File: config.mk
export PLATFORM = sky130hd
export DESIGN_NAME = modulator_gain_sequencer
export DESIGN_NICKNAME = d
export VERILOG_FILES = /design/src/rtl/modulator_gain_sequencer_pkg.sv /design/src/rtl/modulator_gain_sequencer_gain_scale_sat.sv /design/src/rtl/modulator_gain_sequencer.sv
export SDC_FILE = /design/constraint.sdc
export NUM_CORES = 1
export LEC_CHECK = 0
export CORE_MARGIN = 2
export CORE_UTILIZATION = 35
export DETAILED_ROUTE_END_ITERATION = 16
export PLACE_DENSITY = 0.6
export SYNTH_ARGS = -nofsm -noshare
export SYNTH_HDL_FRONTEND = slang
export SYNTH_SLANG_ARGS = --single-unit
File: constraint.sdc
create_clock -name aclk -period 24 [get_ports aclk]
set_clock_uncertainty 0.05 [all_clocks]
set_input_delay 4.8 -clock aclk [delete_from_list [all_inputs] [get_ports aclk]]
set_output_delay 4.8 -clock aclk [all_outputs]
set_load 0.03 [all_outputs]
File: src/rtl/modulator_gain_sequencer_pkg.sv
// Shared motor-control definitions: sequencer state encoding and the
// saturation bounds used by every gain/scale stage.
package modulator_gain_sequencer_pkg;

  // Phase sequencer states; one multiplier pass per phase.
  typedef enum logic [1:0] {
    ST_IDLE = 2'd0,
    ST_PH_A = 2'd1,
    ST_PH_B = 2'd2,
    ST_PH_C = 2'd3
  } seq_state_e;

  // Widest output the bound helpers below are meant to cover.
  localparam int unsigned SAT_MAX_WIDTH = 32;

  // Largest value representable in a signed field of the given width.
  function automatic logic signed [63:0] sat_max(input int unsigned width);
    return (64'sd1 <<< (width - 1)) - 64'sd1;
  endfunction

  // Most negative value representable in a signed field of the given width.
  function automatic logic signed [63:0] sat_min(input int unsigned width);
    return -(64'sd1 <<< (width - 1));
  endfunction

endpackage

File: src/rtl/modulator_gain_sequencer_gain_scale_sat.sv
// Combinational scale-and-saturate: drops the fractional bits of a
// full-width signed product and clamps the result to the output width.
module gain_scale_sat
  import modulator_gain_sequencer_pkg::*;
#(
  parameter int inout_width         = 16,
  parameter int inout_decimal_width = 15
) (
  input  logic signed [2*inout_width-1:0] product_i,
  output logic signed [inout_width-1:0]   sat_o
);

  localparam logic signed [63:0] SAT_HI = sat_max(inout_width);
  localparam logic signed [63:0] SAT_LO = sat_min(inout_width);

  logic signed [2*inout_width-1:0] shifted;
  logic signed [63:0]              shifted_ext;

  // Arithmetic shift keeps the sign (floor toward minus infinity).
  assign shifted     = product_i >>> inout_decimal_width;
  assign shifted_ext = 64'(shifted);

  // Clamp into the signed output range.
  always_comb begin
    sat_o = inout_width'(shifted_ext);
    if (shifted_ext > SAT_HI) begin
      sat_o = inout_width'(SAT_HI);
    end else if (shifted_ext < SAT_LO) begin
      sat_o = inout_width'(SAT_LO);
    end
  end

endmodule

File: src/rtl/modulator_gain_sequencer.sv
// Gains a captured set of three Q1.15 phase modulators by the PWM period
// using one shared multiplier over three cycles, then hands the finished
// set to the outputs only at a PWM period boundary.
module modulator_gain_sequencer
  import modulator_gain_sequencer_pkg::*;
#(
  parameter int inout_width         = 16,
  parameter int inout_decimal_width = 15
) (
  input  logic                          aclk,
  input  logic                          resetn,
  input  logic signed [inout_width-1:0] pwm_period,
  input  logic signed [inout_width-1:0] mod_a,
  input  logic signed [inout_width-1:0] mod_b,
  input  logic signed [inout_width-1:0] mod_c,
  input  logic                          mod_valid,
  output logic                          mod_ready,
  input  logic                          pwm_sync,
  output logic signed [inout_width-1:0] mod_a_gained,
  output logic signed [inout_width-1:0] mod_b_gained,
  output logic signed [inout_width-1:0] mod_c_gained,
  output logic                          gained_valid,
  output logic                          overrun
);

  seq_state_e state_q;

  logic signed [inout_width-1:0] mod_a_q, mod_b_q, mod_c_q, period_q;
  logic signed [inout_width-1:0] shadow_a_q, shadow_b_q, shadow_c_q;
  logic signed [inout_width-1:0] out_a_q, out_b_q, out_c_q;
  logic                          pending_q;
  logic                          gained_valid_q;
  logic                          overrun_q;

  logic signed [inout_width-1:0]   mul_op;
  logic signed [2*inout_width-1:0] product;
  logic signed [inout_width-1:0]   scaled;

  // Operand select: the phase being processed picks its captured modulator.
  always_comb begin
    mul_op = mod_c_q;
    case (state_q)
      ST_PH_A: mul_op = mod_a_q;
      ST_PH_B: mul_op = mod_b_q;
      default: mul_op = mod_c_q;
    endcase
  end

  assign product = mul_op * period_q;

  gain_scale_sat #(
    .inout_width        (inout_width),
    .inout_decimal_width(inout_decimal_width)
  ) u_scale_sat (
    .product_i(product),
    .sat_o    (scaled)
  );

  // Sequencer FSM plus shadow/output transfer; outputs change only when a
  // complete set is pending at a PWM boundary, so shadow writes never leak.
  always_ff @(posedge aclk or negedge resetn) begin
    if (!resetn) begin
      state_q        <= ST_IDLE;
      mod_a_q        <= '0;
      mod_b_q        <= '0;
      mod_c_q        <= '0;
      period_q       <= '0;
      shadow_a_q     <= '0;
      shadow_b_q     <= '0;
      shadow_c_q     <= '0;
      out_a_q        <= '0;
      out_b_q        <= '0;
      out_c_q        <= '0;
      pending_q      <= 1'b0;
      gained_valid_q <= 1'b0;
      overrun_q      <= 1'b0;
    end else begin
      gained_valid_q <= 1'b0;

      // Transfer uses the pending flag from before this edge, so a set that
      // completes on this same edge waits for the next boundary.
      if (pwm_sync && pending_q) begin
        out_a_q        <= shadow_a_q;
        out_b_q        <= shadow_b_q;
        out_c_q        <= shadow_c_q;
        gained_valid_q <= 1'b1;
        pending_q      <= 1'b0;
      end

      case (state_q)
        ST_IDLE: begin
          if (mod_valid) begin
            mod_a_q  <= mod_a;
            mod_b_q  <= mod_b;
            mod_c_q  <= mod_c;
            period_q <= pwm_period;
            state_q  <= ST_PH_A;
          end
        end
        ST_PH_A: begin
          shadow_a_q <= scaled;
          state_q    <= ST_PH_B;
        end
        ST_PH_B: begin
          shadow_b_q <= scaled;
          state_q    <= ST_PH_C;
        end
        ST_PH_C: begin
          shadow_c_q <= scaled;
          state_q    <= ST_IDLE;
          // Later assignment wins over the transfer clear above.
          pending_q  <= 1'b1;
          if (pending_q) begin
            overrun_q <= 1'b1;
          end
        end
        default: state_q <= ST_IDLE;
      endcase
    end
  end

  assign mod_ready    = (state_q == ST_IDLE);
  assign mod_a_gained = out_a_q;
  assign mod_b_gained = out_b_q;
  assign mod_c_gained = out_c_q;
  assign gained_valid = gained_valid_q;
  assign overrun      = overrun_q;

endmodule
==> flow_summary_export.csv <==
group,metric,value,unit
status,outcome,"finished clean",
logic_synthesis,ys_seq_area_share,25.0,%
worst_setup_path,r2r_slack,15.18,ns
logic_synthesis,netlist.area_leader.share,31.6,%
sta,fin_tns_setup,0,ns
drt,drtIter0Drc,591,
placed_design,gp_congestion,0.865,
cells_and_area,n_fill_cell,4525,
sta,fmax,113,MHz
logic_synthesis,ys_top_cells_by_area,"fa_1 (32%), dfrtp_1 (25%), mux2_2 (7.6%)",
clock_tree,clk_path_buf_depth,2,
sta,worst_pin_slew,1.19,ns
clock_tree,cts-root-buf,"clkbuf_16",
clock_tree,cts_tree,"built",
clock_tree,clock_latency,0.44,ns
min_path,min_from,"overrun",
global_route,grt_max_degree,92,
floorplanning,initial_core_util,35.5,%
clock_tree,cts_resized,0,
clock_tree,cts_htree_levels,4,
placed_design,port_buffers,118,
worst_setup_path,cp_data_arrival_time,9.12,ns
sta,timing.final.crit_period,8.82,ns
logic_synthesis,ys_ff_latch,165,
floorplanning,fp.dieH,221,um
logic_synthesis,ys_warn_count,0,
drt,drt_first_pass_iters,5,
clock_tree,path_clk_slew,0.07,ns
logic_synthesis,synth_edf_count,0,
cells_and_area,seq_area,4130,sq um
sta,slew_headroom,20.3,%
logic_synthesis,syn-instance-count,1615,
floorplanning,core,46600,sq um
logic_synthesis,synthArstFlopShare,100,%
worst_setup_path,crit_top_cell,"fa_1",
run,drv_cap,0,
logic_synthesis,synth_nets,2028,
clock_tree,cts_setup_buffers,0,
sta,finalHoldViolCount,0,
floorplanning,rows,79,
drt,drt-vias-per-instance,4.91,
worst_setup_path,slowest_delay,0.89,ns
worst_setup_path,crit_path_end_kind,"flip-flop",
worst_setup_path,start_kind,"flip-flop",
global_route,grt_pass1_vias,12555,
global_route,antenna_found_initial,0,
floorplanning,ios,119,
cells_and_area,fin_nets,2110,
logic_synthesis,yosysUniqueCellTypes,64,
worst_setup_path,cp_max_fo,48,
drt,vias,11380,
floorplanning,die_area,49000,sq um
drt,drcViolationCount,0,
cells_and_area,syn_to_final_growth,15.0,%
worst_setup_path,crit_family,"adder cells",
worst_setup_path,path_class,"flip-flop to flip-flop",
worst_setup_path,worst_ep_required_time,24.30,ns
cells_and_area,multi_input_area,11000,sq um
worst_setup_path,r2r-start,"state_q[0]",
worst_setup_path,worstPathCellList,"inv_1, ha_2, a22oi_1, a21oi_2, and2_1, fa_1, inv_1, fa_1, fa_1, inv_1, fa_1, fa_1, inv_1, fa_1, inv_1, ha_1, a21oi_1, o21ai_0, a221oi_1, and3_1, a211oi_2, nor2_2, o21ai_0, mux2i_1",
min_path,holdPathStages,1,
cells_and_area,antenna_cells,0,
sta,setup_viol,0,
floorplanning,die_width,221,um
worst_setup_path,reg2regPathDepth,24,
clock_tree,numCtsBuffers,17,
clock_tree,cts_sinks,165,
global_route,grt_pass1_wl,67.2,mm
worst_setup_path,path_buf_inv,5,
sta,timing.hold.ws,0.413,ns
drt,final_antenna_net_count,0,
worst_setup_path,worst_path_max_delay_cell,"ha_2",
placed_design,placed_cells,2285,
cells_and_area,final_cells,2317,
min_path,worstHoldEndpoint,"overrun",
sta,period_share,36.7,%
drt,wl_per_cell,17.4,um
logic_synthesis,synth_flop_cell,"dfrtp_1",
clock_tree,ctsHoldBuffers,0,
logic_synthesis,synth_area,16500,sq um
drt,wirelength,40.3,mm
placed_design,dp_hpwl,32.0,mm
cells_and_area,drive_gt1_share,11.2,%
global_route,grt-ovfl-total,0,
logic_synthesis,avgSynthCellArea,10.2,sq um
logic_synthesis,yosysTopAreaCell,"fa_1",
global_route,grtUsageTotal,17.3,%
sta,rsz0062_at_grt,"false",
sta,finalMaxSlewViolations,0,
worst_setup_path,r2r_end,"shadow_b_q[7]",
min_path,hp-class,"flip-flop to flip-flop",
-- routing by layer --
metal | track usage [%] | share of wire (%)
met5 | 0 | 0
met4 | 5.33 | 2.5
met3 | 2.31 | 4.0
met2 | 29.2 | 50
met1 | 23.1 | 44
-- how the worst max path moves through the flow --
stage | startpoint | to | slack, ns | cells past startpoint
5_1_grt | state_q[0] | shadow_b_q[7] | 14.61 | 25
2_1_floorplan | state_q[0] | shadow_a_q[13] | 16.42 | 27
6_report | state_q[0] | shadow_b_q[7] | 15.18 | 24
4_1_cts | state_q[0] | shadow_b_q[7] | 15.21 | 24
3_5_place_dp | state_q[1] | shadow_a_q[7] | 15.17 | 25
3_3_place_gp | state_q[0] | shadow_a_q[7] | 15.38 | 23
-- registers in the layout, indices dropped and copies added (netlist names) --
register      cells
shadow_c_q       16
period_q         16
mod_c_gained     16
mod_b_gained     16
mod_a_gained     16
mod_c_q          16
gained_valid      1
mod_b_q          16
mod_a_q          16
pending_q         1
state_q           2
overrun           1
shadow_a_q       16
shadow_b_q       16
-- cells in the mapped netlist (10+ instances only) --
cell / number
inv_1: 308
fa_1: 261
dfrtp_1: 165
nand2_1: 146
and2_1: 122
mux2_2: 111
ha_1: 84
nor2_1: 78
a21oi_1: 70
clkbuf_1: 58
o21ai_0: 31
a22oi_1: 16
xnor2_1: 14
a21o_1: 11
nor3_1: 10
o211ai_1: 10
-- metrics by stage --
step | utilization [%] | setup WS, ns | instance area [sq um]
after floorplan | - | 16.42 | 16500
after global placement | 39.4 | 15.38 | 18300
after detailed placement | 39.4 | 15.17 | 18300
after CTS | 40.8 | 15.21 | 19000
after global routing | 40.8 | 14.61 | 19000
final | 40.8 | 15.18 | 19000
-- placed cells by master (no fill, tap or decap), types with 5 or more instances in the layout --
master           count
or2_2                5
a311oi_1             6
clkbuf_16           17
xnor2_1             14
o21ai_0             31
a21oi_1             61
o211ai_1            10
mux2i_1              7
and2_1             122
nand3_1              7
o21a_1               5
buf_4               15
a31oi_1              7
nor2b_1              7
ha_1                82
inv_1              308
nor3_1              10
a22oi_1             16
nor2_1              78
nand4_1              7
a21oi_2             13
clkdlybuf4s50_1    117
dfrtp_1            165
nand2_1            144
mux2_2             111
fa_1               261
a21o_1              11
-- final cells by class --
class,instances,share of cell area [%]
Clock buffer,19,2.33
Clock inverter,13,1.14
Inverter,309,6.11
Multi-Input combinational cell,1071,57.9
Sequential cell,165,21.7
Tap cell,607,4.00
Timing Repair Buffer,133,6.82
-- logic make-up after synthesis --
group,synth area share [%]
simple gates,11.7
buf+inv,8.76
fa+ha+maj,38.0
compound gates,7.48
flops,25.0
mux,7.99
xor+xnor,1.04
Power is left out: the tool's default activity adds up to more than one toggle a clock period on the data nets, which glitch-free logic cannot reach.
==> variant: new RTL, config.mk and constraints unchanged <==
Encoding of `seq_state_e`: now Gray code (2 bits for 4 states).
--- a/src/rtl/modulator_gain_sequencer_pkg.sv
+++ b/src/rtl/modulator_gain_sequencer_pkg.sv
@@ -4,10 +4,10 @@
 
   // Phase sequencer states; one multiplier pass per phase.
   typedef enum logic [1:0] {
-    ST_IDLE = 2'd0,
-    ST_PH_A = 2'd1,
-    ST_PH_B = 2'd2,
-    ST_PH_C = 2'd3
+    ST_IDLE = 2'b00,
+    ST_PH_A = 2'b01,
+    ST_PH_B = 2'b11,
+    ST_PH_C = 2'b10
   } seq_state_e;
 
   // Widest output the bound helpers below are meant to cover.
Check against the original RTL: no difference found for any inputs over 4 cycles, from zero or initial values and one cycle with resetn low; so few cycles prove little.
==> variant against the unedited design <==
  * Critical path type unchanged
  * Sequential share of layout area up 0.14 points
  * Worst setup slack improved by 620 ps
  * Cell area shrank 0.66%
  * Wire length is 4.1% higher
  * Non-clock buffer count increased by 5
  * Sequential cell count did not move
  * Synthesized area decreased by 0.15%
  * Critical endpoint is now shadow_a_q[6]$_DFFE_PN0N_
Power is left out: the tool's default activity adds up to more than one toggle a clock period on the data nets, which glitch-free logic cannot reach.
==> variant: results (changes against the unedited design) <==
* Status: finished, final reports clean
* Placer Congestion at 0.855 (-1.1%)
* Worst reg-to-reg path cell count at 26 (+8.3%)
* Adder-cell share of the synthesized area at 37.8% (-0.20 points)
* Non-Clock Buffer Count at 138 (+3.8%)
* Syn nets at 2012 (-0.79%)
* Input/output buffers at 118 (unchanged)
* Detail Route met3 WL at 1760 µm (+10%)
* Synth Area in Compound Gates at 6.93% (-0.55 points)
* Logic inverters at 296 (-4.2%)
* Critical Path Slowest Stage Cell: fa_1
* H-tree depth at 4 (unchanged)
* Via count at 11400 (+0.22%)
* Fin Hold WS at 406 ps (-7.21 ps)
* Placed instance count at 2272 (-0.57%)
* Fraction of area in registers at 21.9% (+0.14 points)
* Worst r2r src: state_q[1]$_DFFE_PN0P_
* Vias in the first global route at 12800 (+1.9%)
* Met2 WL at 20000 µm (-0.62%)
* Multi-input gate count at 1066 (-0.47%)
* CP arrival at 8440 ps (-680 ps)
* First-pass GRT wire length at 70400 µm (+4.7%)
* Crit path largest cell delay at 780 ps (-110 ps)
* R2r endpoint: shadow_a_q[6]$_DFFE_PN0N_
* Post-Synth XOR/XNOR Area at 1.58% (+0.54 points)
* Multi-input logic area at 11000 µm² (-0.13%)
* Rel. slew slack at 19.4% (-0.89 points)
* Number of well taps at 607 (unchanged)
* Avg Cell Area, Syn at 10.3 µm² (+0.53%)
* Placement Cell Area at 18300 µm² (-0.14%)
* Routed length per instance at 18.2 µm (+4.7%)
* Yosys cell types at 62 (-3.1%)
* GR Util met3 at 2.58% (+0.27 points)
* ClkCell Share at 2.96% (-0.51 points)
* Mux cell area share after synthesis at 8.62% (+0.63 points)
* Largest net degree at the start of global routing at 110 (+20%)
* Drt first-iter violations at 698 (+18%)
* Register area share after synthesis at 25.0% (+0.038 points)
* Post-synth top cells: inv_1, fa_1, nand2_1
* Clock Path Buffers at 2 (unchanged)
* Share of cells above drive strength 1 at 11.5% (+0.38 points)
* Syn-to-layout area delta at 14.4%
* Final wirelength at 42000 µm (+4.1%)
* Largest cells by area after synthesis: fa_1, dfrtp_1, mux2_2
* Register-to-register setup slack at 15800 ps (+620 ps)
* Hold path start: overrun$_DFFE_PN0P_
* Clk_lat worst skew at 440 ps (about the same)
* Buffer share of cell area at 7.06% (+0.24 points)
* HPWL after DPL at 31900 µm (-0.38%)
* Gr usage total at 18.2% (+0.88 points)
* Hold Path Class: reg2reg
* M1 wire length at 19100 µm (+8.7%)
* CP Max Fanout at 23 (-52%)
* # nets final at 2092 (-0.85%)
* Met2 GRT Util at 30.2% (+1.1 points)
* # fillers at 4438 (-1.9%)
* TritonRoute pass-1 iters at 7 (+2)
[variant: changes by cell type after synthesis, sizes merged, moves of 6 or more]
cell	before	now
nand2	147	186
o21ai	31	65
nor2	79	49
a21oi	74	58
a22oi	16	1
inv	309	296
mux2i	7	16
xnor2	14	23
a21o	11	5
o211ai	10	4
[variant: worst max path at each step]
stage / from / end / slack (ps) / cells after the start
floorplan: state_q[1]$_DFFE_PN0P_ / shadow_a_q[14]$_DFFE_PN0N_ / 16440 / 25
global placement: state_q[1]$_DFFE_PN0P_ / shadow_c_q[12]$_DFFE_PN0P_ / 16020 / 22
detailed placement: state_q[1]$_DFFE_PN0P_ / shadow_a_q[3]$_DFFE_PN0N_ / 15900 / 22
CTS: state_q[1]$_DFFE_PN0P_ / shadow_a_q[6]$_DFFE_PN0N_ / 15830 / 22
global route: state_q[1]$_DFFE_PN0P_ / shadow_a_q[3]$_DFFE_PN0N_ / 15400 / 26
finish: state_q[1]$_DFFE_PN0P_ / shadow_a_q[6]$_DFFE_PN0N_ / 15800 / 26
